### config.mk
export PLATFORM = sky130hd
export DESIGN_NAME = writeback_arbiter
export DESIGN_NICKNAME = d
export VERILOG_FILES = /design/src/rtl/writeback_arbiter.sv
export SDC_FILE = /design/constraint.sdc
export NUM_CORES = 1
export LEC_CHECK = 0
export ABC_AREA = 1
export CAP_MARGIN = 20
export CORE_ASPECT_RATIO = 0.7
export CORE_MARGIN = 5
export CORE_UTILIZATION = 45
export CTS_BUF_LIST = sky130_fd_sc_hd__clkbuf_16
export CTS_CLUSTER_SIZE = 10
export DETAILED_ROUTE_END_ITERATION = 10
export PLACE_DENSITY = 0.7
export SLEW_MARGIN = 25
export SYNTH_ARGS = -nofsm -noshare
export SYNTH_HDL_FRONTEND = slang
export SYNTH_SLANG_ARGS = --single-unit
### constraint.sdc
create_clock -name clock -period 2.82 [get_ports clock]
set_input_delay 0.423 -clock clock [delete_from_list [all_inputs] [get_ports clock]]
set_output_delay 0.423 -clock clock [all_outputs]
set_load 0.03 [all_outputs]
### src/rtl/writeback_arbiter.sv
// Write-back arbiter: owns the single register-file write port.
// Merges single-cycle ALU results with memory/multiply results that are
// buffered in a small circular FIFO, and drives one registered write per cycle.
// Writes to r0 are dropped here and never take a write slot.
// Optional feature: define WB_BYPASS_EN to let a memory result skip an empty
// FIFO and reach the output registers with one cycle of latency.
module writeback_arbiter #(
    parameter int unsigned DATA_WIDTH = 32,
    parameter int unsigned FIFO_DEPTH = 4
) (
    input  logic                          clock,
    input  logic                          reset,
    input  logic                          alu_valid,
    input  logic [4:0]                    alu_rd,
    input  logic [DATA_WIDTH-1:0]         alu_data,
    output logic                          alu_stall,
    input  logic                          mem_valid,
    input  logic [4:0]                    mem_rd,
    input  logic [DATA_WIDTH-1:0]         mem_data,
    output logic                          mem_ready,
    output logic                          we,
    output logic [4:0]                    rd,
    output logic [DATA_WIDTH-1:0]         write_data,
    output logic [$clog2(FIFO_DEPTH):0]   fifo_count
);

    localparam int unsigned PTR_W = $clog2(FIFO_DEPTH);
    localparam int unsigned CNT_W = PTR_W + 1;

    logic [4:0]            fifo_rd_mem   [FIFO_DEPTH];
    logic [DATA_WIDTH-1:0] fifo_data_mem [FIFO_DEPTH];

    logic [PTR_W-1:0] rd_ptr_q;
    logic [PTR_W-1:0] wr_ptr_q;
    logic [CNT_W-1:0] count_q;
    logic [CNT_W-1:0] count_d;

    logic full;
    logic empty;
    logic alu_sel;
    logic pop;
    logic mem_xfer;
    logic push;
    logic bypass;

    // Source selection, handshakes and next occupancy
    always_comb begin
        full     = (count_q == CNT_W'(FIFO_DEPTH));
        empty    = (count_q == '0);
        alu_sel  = !full && alu_valid && (alu_rd != 5'd0);
        // A full FIFO preempts the ALU so the memory side can always make progress
        pop      = full || (!alu_sel && !empty);
        mem_xfer = mem_valid && !full;
`ifdef WB_BYPASS_EN
        bypass   = mem_xfer && (mem_rd != 5'd0) && empty && !alu_sel;
`else
        bypass   = 1'b0;
`endif
        // r0 results complete the handshake but are never stored
        push     = mem_xfer && (mem_rd != 5'd0) && !bypass;
        count_d  = count_q;
        if (push && !pop) begin
            count_d = count_q + CNT_W'(1);
        end else if (pop && !push) begin
            count_d = count_q - CNT_W'(1);
        end
    end

    assign mem_ready  = !full;
    assign alu_stall  = full;
    assign fifo_count = count_q;

    // FIFO storage; contents are don't-care until written, so no reset
    always_ff @(posedge clock) begin
        if (push) begin
            fifo_rd_mem[wr_ptr_q]   <= mem_rd;
            fifo_data_mem[wr_ptr_q] <= mem_data;
        end
    end

    // FIFO pointers and occupancy; pointers wrap naturally at the power-of-two depth
    always_ff @(posedge clock or posedge reset) begin
        if (reset) begin
            rd_ptr_q <= '0;
            wr_ptr_q <= '0;
            count_q  <= '0;
        end else begin
            if (push) begin
                wr_ptr_q <= wr_ptr_q + PTR_W'(1);
            end
            if (pop) begin
                rd_ptr_q <= rd_ptr_q + PTR_W'(1);
            end
            count_q <= count_d;
        end
    end

    // Registered write port; rd and write_data hold when no write is issued
    always_ff @(posedge clock or posedge reset) begin
        if (reset) begin
            we         <= 1'b0;
            rd         <= 5'd0;
            write_data <= '0;
        end else if (pop) begin
            we         <= 1'b1;
            rd         <= fifo_rd_mem[rd_ptr_q];
            write_data <= fifo_data_mem[rd_ptr_q];
        end else if (alu_sel) begin
            we         <= 1'b1;
            rd         <= alu_rd;
            write_data <= alu_data;
        end else if (bypass) begin
            we         <= 1'b1;
            rd         <= mem_rd;
            write_data <= mem_data;
        end else begin
            we         <= 1'b0;
        end
    end

endmodule
==> flow_summary_export.csv <==
group,metric,value,unit
die,die_w,176,µm
die,die-area,22300,µm²
routing,final_antenna_net_count,0,
clock_tree,path_clk_slew,0.07,ns
logic_synthesis,synth_top_area_share,51.1,%
logic_synthesis,synth-compound-area-share,0.187,%
routing,dr_total_vias,6180,
logic_synthesis,synth.area.top_cells,"edfxtp_1 51%, dfrtp_1 13%, nand3_1 12%",
timing,hold_viol,0,
logic_synthesis,synth_top_family_by_area,"simple AND/OR/NAND/NOR gates",
setup_path,endpoint_kind,"primary output",
cells_and_area,fill_cells,1600,
power,p_sw,0.00427,W
power,power_density,1050,nW/µm²
logic_synthesis,yosys_warnings,0,
routing,firstDrtPassIters,5,
logic_synthesis,yosys.area_share.simple,23.8,%
routing,via_per_inst,4.96,
setup_path,crit_arrival,2.01,ns
timing,layout_min_cycle_time,2.43,ns
die,core,19000,µm²
timing,slew_headroom,38.3,%
timing,drv_slew,0,
clock_tree,clk_latency,0.43,ns
clock_tree,cts_root_buffer,"clkbuf_16",
run_status,status,"completed",
grt,grt_max_degree,78,
die,rows,42,
grt,antenna_found_initial,0,
clock_tree,cts_max_path_buffers,2,
setup_path,worstReg2RegEnd,"fifo_count[1]",
clock_tree,tritoncts,"built",
logic_synthesis,synthAdderAreaFrac,0.949,%
grt,grt_usage,19.5,%
timing,setup_violations,0,
power,ir_worst_vdd,0.000655,V
power,p_int,0.00704,W
setup_path,required,2.40,ns
logic_synthesis,synthMuxAreaShare,0.129,%
timing,finalClockSkew,0.0134,ns
logic_synthesis,synth_top_cells_by_count,"203 x nand2_1, 203 x nand3_1, 160 x inv_1",
logic_synthesis,synth_edf_count,148,
timing,worst_pin_slew,0.925,ns
clock_tree,cts_setup_buffers,0,
routing,route.detailed.drc,0,
power,leakagePower,4.78,nW
grt,grt_pass1_vias,6088,
hold_path,hold_class,"primary input to async pin",
clock_tree,cts-hold-fix-buffers,0,
die,pin_count,121,
job,drv_cap,0,
setup_path,path_class,"flip-flop to primary output",
logic_synthesis,seq_area_frac_synth,64.0,%
cells_and_area,drive_above_1_share,8.97,%
place,portBuffers,120,
power,swShare,37.8,%
timing,finalCritPeriodShare,86.3,%
logic_synthesis,synth-main-ff-cell,"edfxtp_1",
logic_synthesis,synth_xor_area_share,0.302,%
clock_tree,cts_resized,0,
clock_tree,cts_sinks,193,
place,dp_hpwl,13000,µm
setup_path,worstSetupStartpointType,"flip-flop",
logic_synthesis,syn_area,8700,µm²
clock_tree,cts_inserted_buffers,17,
logic_synthesis,async_reset_ff_share,23.3,%
cells_and_area,design_area,10800,µm²
setup_path,worstPathMaxFanout,4,
cells_and_area,syn_to_final_growth,24.0,%
logic_synthesis,postSynthAreaPerCell,10.2,µm²
place,placed_area,10100,µm²
cells_and_area,num-nets-final,1053,
power,p_clk_share,23.5,%
routing,routed_wirelength,20900,µm
logic_synthesis,synth_seq_cells,193,
routing,wl_per_cell,16.8,µm
die,initial_core_util,45.9,%
logic_synthesis,yosysUniqueCellTypes,26,
place,gp_congestion,0.771,
grt,overflow,0,
timing,fmax,411,MHz
logic_synthesis,syn_inst,854,
setup_path,r2r-start,"fifo_count[1]",
clock_tree,h-tree-depth,4,
setup_path,r2r_slack,0.67,ns
cells_and_area,finish.utilization,56.9,%
grt,grt_pass1_wl,33600,µm
timing,rsz0062_at_grt,"false",
power,pwr-share-seq,36.7,%
logic_synthesis,syn_nets,938,
setup_path,reg2regPathDepth,8,
routing,drtIter0Drc,465,
logic_synthesis,synth_top_cell_by_area,"edfxtp_1",
power,comb_power_share,39.9,%
die,die_y,126,µm
==> cells in the final DEF (no fill, tap or decap), drive strengths merged <==
| cell type | synthesis | final |
|---|---|---|
| a21oi | 1 | 1 |
| buf | 40 | 23 |
| bufinv | 0 | 6 |
| clkbuf | 7 | 17 |
| clkdlybuf4s50 | 0 | 120 |
| clkinv | 0 | 4 |
| clkinvlp | 0 | 1 |
| dfrtp | 45 | 45 |
| diode | 0 | 1 |
| edfxtp | 148 | 148 |
| fa | 1 | 1 |
| ha | 5 | 5 |
| inv | 163 | 166 |
| mux2 | 1 | 1 |
| nand2 | 205 | 205 |
| nand3 | 223 | 223 |
| nand3b | 1 | 1 |
| nor2 | 10 | 10 |
| nor3 | 1 | 1 |
| xnor2 | 1 | 1 |
| xor2 | 2 | 2 |
==> through the flow <==
stage	setup WS (ns)	hold WS [ns]	total power, W	std cells	TNS (ns)
global placement	0.289	0.496	0.00866	1214	0
finish	0.388	0.359	0.0113	1246	0
floorplan	-0.411	0.499	0.00720	854	-60.84
detailed placement	0.270	0.497	0.00874	1214	0
CTS	0.376	0.360	0.0114	1245	0
global route	0.294	0.392	0.0120	1245	0
==> per-layer routing <==
layer	wire (µm)	vias up	part of all wire (%)	track usage [%]
li1	-	2988	-	-
met1	9820	2969	47	28.4
met2	9200	208	44	29.6
met3	1700	15	8.1	4.97
met4	179	0	0.86	4.81
met5	0	-	0	0
==> worst max-delay path by stage <==
stage / start / end / cells past startpoint
after global placement: mem_rd[1] / fifo_count[1] / 9
after CTS: fifo_count[1] / alu_stall / 4
after global routing: fifo_count[1] / alu_stall / 4
final: fifo_count[1] / alu_stall / 4
after floorplan: fifo_count[0] / fifo_data_mem[0][0] / 4
after detailed placement: mem_rd[1] / fifo_count[1] / 9
==> power by group through the flow <==
stage               registers (W)  logic, W  clock network [W]
detailed placement        0.00420   0.00454                  0
CTS                       0.00415   0.00456            0.00269
floorplan                 0.00477   0.00243                  0
global route              0.00423   0.00498            0.00282
finish                    0.00415   0.00451            0.00266
global placement          0.00420   0.00446                  0
==> kinds of logic (layout without fill, tap and decap cells) <==
group,count (synthesis),in the layout
XOR/XNOR,3,3
adder cells (fa/ha/maj),6,6
multiplexers,1,1
buffers and inverters,210,337
flip-flops,193,193
other,0,1
AND/OR/NAND/NOR,440,440
AO/OA/AOI/OAI,1,1
==> worst max-delay path, stage by stage (launching register included) <==
cell             delay, ns
dfrtp_1               0.45
nor2_4                0.18
nand2_1               0.19
inv_1                 0.09
clkdlybuf4s50_1       0.66
==> state kept, by name, indices dropped and copies added, names as in the netlist <==
register       count
wr_ptr_q           2
fifo_data_mem    128
rd_ptr_q           2
fifo_count         3
rd                 5
we                 1
write_data        32
fifo_rd_mem       20
==> layout make-up <==
type | instances | area, µm² | share of cell area, %
antenna | 1 | 2.50 | 0.0232
clock buffer | 17 | 425 | 3.94
clock inverter | 14 | 221 | 2.05
inverter | 163 | 612 | 5.67
multi-input combinational | 451 | 2240 | 20.7
sequential | 193 | 5570 | 51.7
tap | 264 | 330 | 3.06
timing repair buffer | 143 | 1390 | 12.9
Power figures use the tool's default switching activity.
==> RTL change 1: new RTL, same settings <==
Build with the macro `WB_BYPASS_EN` defined.
--- a/src/rtl/writeback_arbiter.sv
+++ b/src/rtl/writeback_arbiter.sv
@@ -4,6 +4,8 @@
 // Writes to r0 are dropped here and never take a write slot.
 // Optional feature: define WB_BYPASS_EN to let a memory result skip an empty
 // FIFO and reach the output registers with one cycle of latency.
+`define WB_BYPASS_EN
+
 module writeback_arbiter #(
     parameter int unsigned DATA_WIDTH = 32,
     parameter int unsigned FIFO_DEPTH = 4
Formal check against the unedited RTL: not equivalent (Yosys sat finds a counterexample within 4 cycles, from zero or initial values and one cycle with reset high).
==> RTL change 1 against the original RTL <==
Area after synthesis increased by 2.9%; sequential cell count unchanged; utilization fell by 0.77 points; power rose by 5.9%; design area up 2.4%; routed wire length is 14% higher; setup slack got worse by 62 ps; largest power group unchanged.
==> RTL change 1: results (changes against the original RTL) <==
stage,metric,value,unit,change
run_status,status,finished clean,,unchanged
sta,period_share,88.4,%,was 86.3%
setup_path,ff2ff_path_depth,12,,was 8
routing,met2_length,10700,µm,was 9200 µm
logic_synthesis,syn_inst,906,,was 854
layout,area_growth,23.4,%,was 24.0%
layout,fill_cells,1690,,was 1600
global_routing,grt_pass1_vias,6628,,was 6088
routing,dr.pass1.iters,6,,was 5
global_routing,use_met1,30.9,%,was 28.4%
place,hpwl,14400,µm,was 13000 µm
layout,multi_input_area_share,25.8,%,was 20.7%
logic_synthesis,seq_area_frac_synth,62.2,%,was 64.0%
layout,drive_above_1_share,7.51,%,was 8.97%
layout,fin_nets,1096,,was 1053
sta,worstMarginPinSlew,834,ps,was 925 ps
place,pre_cts_ws,159,ps,was 270 ps
global_routing,grtUsageMet2,32.4,%,was 29.6%
routing,vias,6812,,was 6180
pwr,max-vdd-ir-drop,0.538,mV,was 0.655 mV
sta,hold_ws,305,ps,was 359 ps
place,placed_cell_area,0.0104,mm²,was 0.0101 mm²
logic_synthesis,ys_top_cells_by_count,"nand2_1 (338), nand3_1 (149), edfxtp_1 (148)",,"was nand2_1 (203), nand3_1 (203), inv_1 (160)"
layout,clk_share,5.45,%,was 6.00%
setup_path,startpoint,fifo_count[0]$_DFFE_PP0P_,,was fifo_count[1]$_DFFE_PP0P_
setup_path,critPathArrivalTime,2070,ps,was 2010 ps
global_routing,grt_usage,21.3,%,was 19.5%
global_routing,grtUsageMet3,4.07,%,was 4.97%
global_routing,grt_max_degree,76,,was 78
layout,buffers_excl_clock,150,,was 143
logic_synthesis,synthesis.nets,990,,was 938
layout,bufAreaShareNonClock,13.5,%,was 12.9%
layout,n_all_inverters,53,,was 163
routing,first_iter_violations,693,,was 465
routing,met1_length,10600,µm,was 9820 µm
RTL change 1: cell types whose count changed after synthesis, moves of 6 or more:
cell,unedited run,this run
nand3_1,203,149
buf_2,20,32
nand3_2,20,1
nand4_1,0,38
nand3b_1,0,37
inv_1,160,52
nand2_1,203,338
nor2_1,7,13
RTL change 1: power breakdown:
part	total (µW)	internal, µW	switching, µW
combinational	5250	1830	3430
clock	2480	1460	1020
sequential	4250	3880	375
RTL change 1: cells by family (layout without fill, tap and decap cells):
family	after synthesis	after routing	share of synthesized area (%)
AOI/OAI and AO/OA	6	6	0.461
DFF	193	193	62.2
adders and majority gates	6	6	0.923
and+or+nand+nor	581	581	29.5
buffers and inverters	116	235	6.49
muxes	1	1	0.126
xor gates and xnor gates	3	3	0.294
RTL change 1: critical path, cell delays in order (launching register included):
cell             delay (ps)
dfrtp_1                 490
nor2_4                  210
nand2_2                 150
inv_1                   120
clkdlybuf4s50_1         670
==> RTL change 2: new RTL, config.mk and constraints unchanged <==
Without the edit above. Make the reset (`reset`) synchronous in 2 clocked blocks.
--- a/src/rtl/writeback_arbiter.sv
+++ b/src/rtl/writeback_arbiter.sv
@@ -79,7 +79,7 @@
     end
 
     // FIFO pointers and occupancy; pointers wrap naturally at the power-of-two depth
-    always_ff @(posedge clock or posedge reset) begin
+    always_ff @(posedge clock) begin
         if (reset) begin
             rd_ptr_q <= '0;
             wr_ptr_q <= '0;
@@ -96,7 +96,7 @@
     end
 
     // Registered write port; rd and write_data hold when no write is issued
-    always_ff @(posedge clock or posedge reset) begin
+    always_ff @(posedge clock) begin
         if (reset) begin
             we         <= 1'b0;
             rd         <= 5'd0;
Function: differs if reset is asserted again (counterexample within 4 cycles, from zero or initial values and one cycle with reset high); with reset held inactive, the same outputs for 4 cycles.
==> RTL change 2 against the original RTL <==
Design area fell by 4.3%; combinational power fell by 27%; area after synthesis fell by 3.9%; power fell by 18%; setup slack improved by 110 ps; global-route usage fell by 1.4 points; sequential cell count rose by 2; routed wire length fell by 8.5%; largest cell class unchanged.
==> RTL change 2: results (changes against the original RTL) <==
stage,metric,value,unit,change
run_status,status,finished clean,,unchanged
routing,first_iter_violations,456,,was 465
clock_network,cts_buffers,17,,unchanged
global_routing,grt_pass1_vias,5671,,was 6088
logic_synthesis,syn_inst,858,,was 854
logic_synthesis,seq_area_frac_synth,64.4,%,was 64.0%
routing,vias,6013,,was 6180
logic_synthesis,yosys-top-cells-area,"edfxtp_1 (53%), dfxtp_1 (11%), nand2_1 (11%)",,"was edfxtp_1 (51%), dfrtp_1 (13%), nand3_1 (12%)"
layout,diodes,0,,was 1
clock_network,cts_setup_buffers,0,,unchanged
logic_synthesis,synth-compound-area-share,1.90,%,was 0.187%
logic_synthesis,synthesis.nets,942,,was 938
place,gp_congestion,0.774,,was 0.771
layout,instances_no_fill,1221,,was 1246
routing,routed_wl,19100,µm,was 20900 µm
logic_synthesis,synthAdderAreaFrac,0.987,%,was 0.949%
pwr,switching_share,36.2,%,was 37.8%
place,hpwl,12500,µm,was 13000 µm
pwr,p_comb_share,35.7,%,was 39.9%
setup_path,startpoint,fifo_count[0]$_SDFFE_PP0P_,,was fifo_count[1]$_DFFE_PP0P_
sta,worstMarginPinSlew,1060,ps,was 925 ps
logic_synthesis,ys_top_cells_by_count,"nand2_1 (241), edfxtp_1 (148), nand3_1 (145)",,"was nand2_1 (203), nand3_1 (203), inv_1 (160)"
sta,clock_skew,7.93,ps,was 13.4 ps
global_routing,grt_max_degree,87,,was 78
layout,largestRegisters,"fifo_data_mem x128, write_data x32, fifo_rd_mem x20",,unchanged
clock_network,path_clk_slew,60,ps,
global_routing,grt_pass1_wl,30200,µm,was 33600 µm
pwr,max-vdd-ir-drop,0.488,mV,was 0.655 mV
setup_path,reg2reg_from,fifo_count[0]$_SDFFE_PP0P_,,was fifo_count[1]$_DFFE_PP0P_
setup_path,ff2ff_path_depth,11,,was 8
logic_synthesis,async_flop_share,0,%,was 23.3%
setup_path,reg2reg_to,fifo_count[2]$_SDFFE_PP0P_,,was fifo_count[1]$_DFFE_PP0P_
logic_synthesis,yosysUniqueCellTypes,28,,was 26
logic_synthesis,synthMuxAreaShare,0,%,was 0.129%
worst_hold_path,hp-class,reg -> reg,,was in -> async
place,dp_cells,1189,,was 1214
layout,fin_nets,1056,,was 1053
layout,drive_above_1_share,6.09,%,was 8.97%
global_routing,grt_usage,18.1,%,was 19.5%
pwr,leakagePower,0.00439,µW,was 0.00478 µW
pwr,clockPowerShare,23.5,%,about the same
RTL change 2: cell types whose count changed after synthesis, sizes merged, moves of 12 or more:
| cell | unedited run | this run |
|---|---|---|
| dfrtp | 45 | 0 |
| inv | 163 | 120 |
| dfxtp | 0 | 47 |
| nand3 | 223 | 145 |
| nor2 | 10 | 44 |
| nand2 | 205 | 243 |
| o21ai | 0 | 12 |
| nand4 | 0 | 20 |
RTL change 2: worst max-delay path by stage:
stage | end | slack [ps] | cells after the start
floorplan | fifo_data_mem[0][0]$_DFFE_PP_ | -480 | 4
global placement | fifo_count[2]$_SDFFE_PP0P_ | 450 | 12
detailed placement | fifo_count[2]$_SDFFE_PP0P_ | 380 | 12
CTS | alu_stall | 480 | 4
global route | alu_stall | 350 | 4
finish | alu_stall | 500 | 4
RTL change 2: cell type report:
type                       count  area, µm²
fill                        1538       7830
sequential                   195       5390
multi-input combinational    495       2300
timing repair buffer         142       1370
inverter                     121        454
clock buffer                  17        425
tap                          236        295
clock inverter                15        103
RTL change 2: per-layer routing:
layer	GRT usage (%)	up-vias	share of wire (%)
met5	0	-	0.18
met4	5.48	4	1.3
met3	4.82	21	7.4
met2	28.7	186	46
met1	24.8	2771	45
li1	-	3031	-
RTL change 2: critical path, cell delays in order, from the launching register on:
cell,delay [ps]
dfxtp_1,370
nor2_2,230
nand2_1,140
inv_1,70
clkdlybuf4s50_1,660
RTL change 2: stage by stage:
step	hold slack (ps)	area, µm²	setup slack, ps	util (%)	total power, µW
final	477	10300	500	56.9	9240
after detailed placement	467	9800	375	54.0	7140
after floorplan	469	8360	-478	-	6000
after CTS	478	10300	477	56.9	9310
after global placement	466	9800	453	54.0	7080
after global routing	490	10300	352	56.9	9790
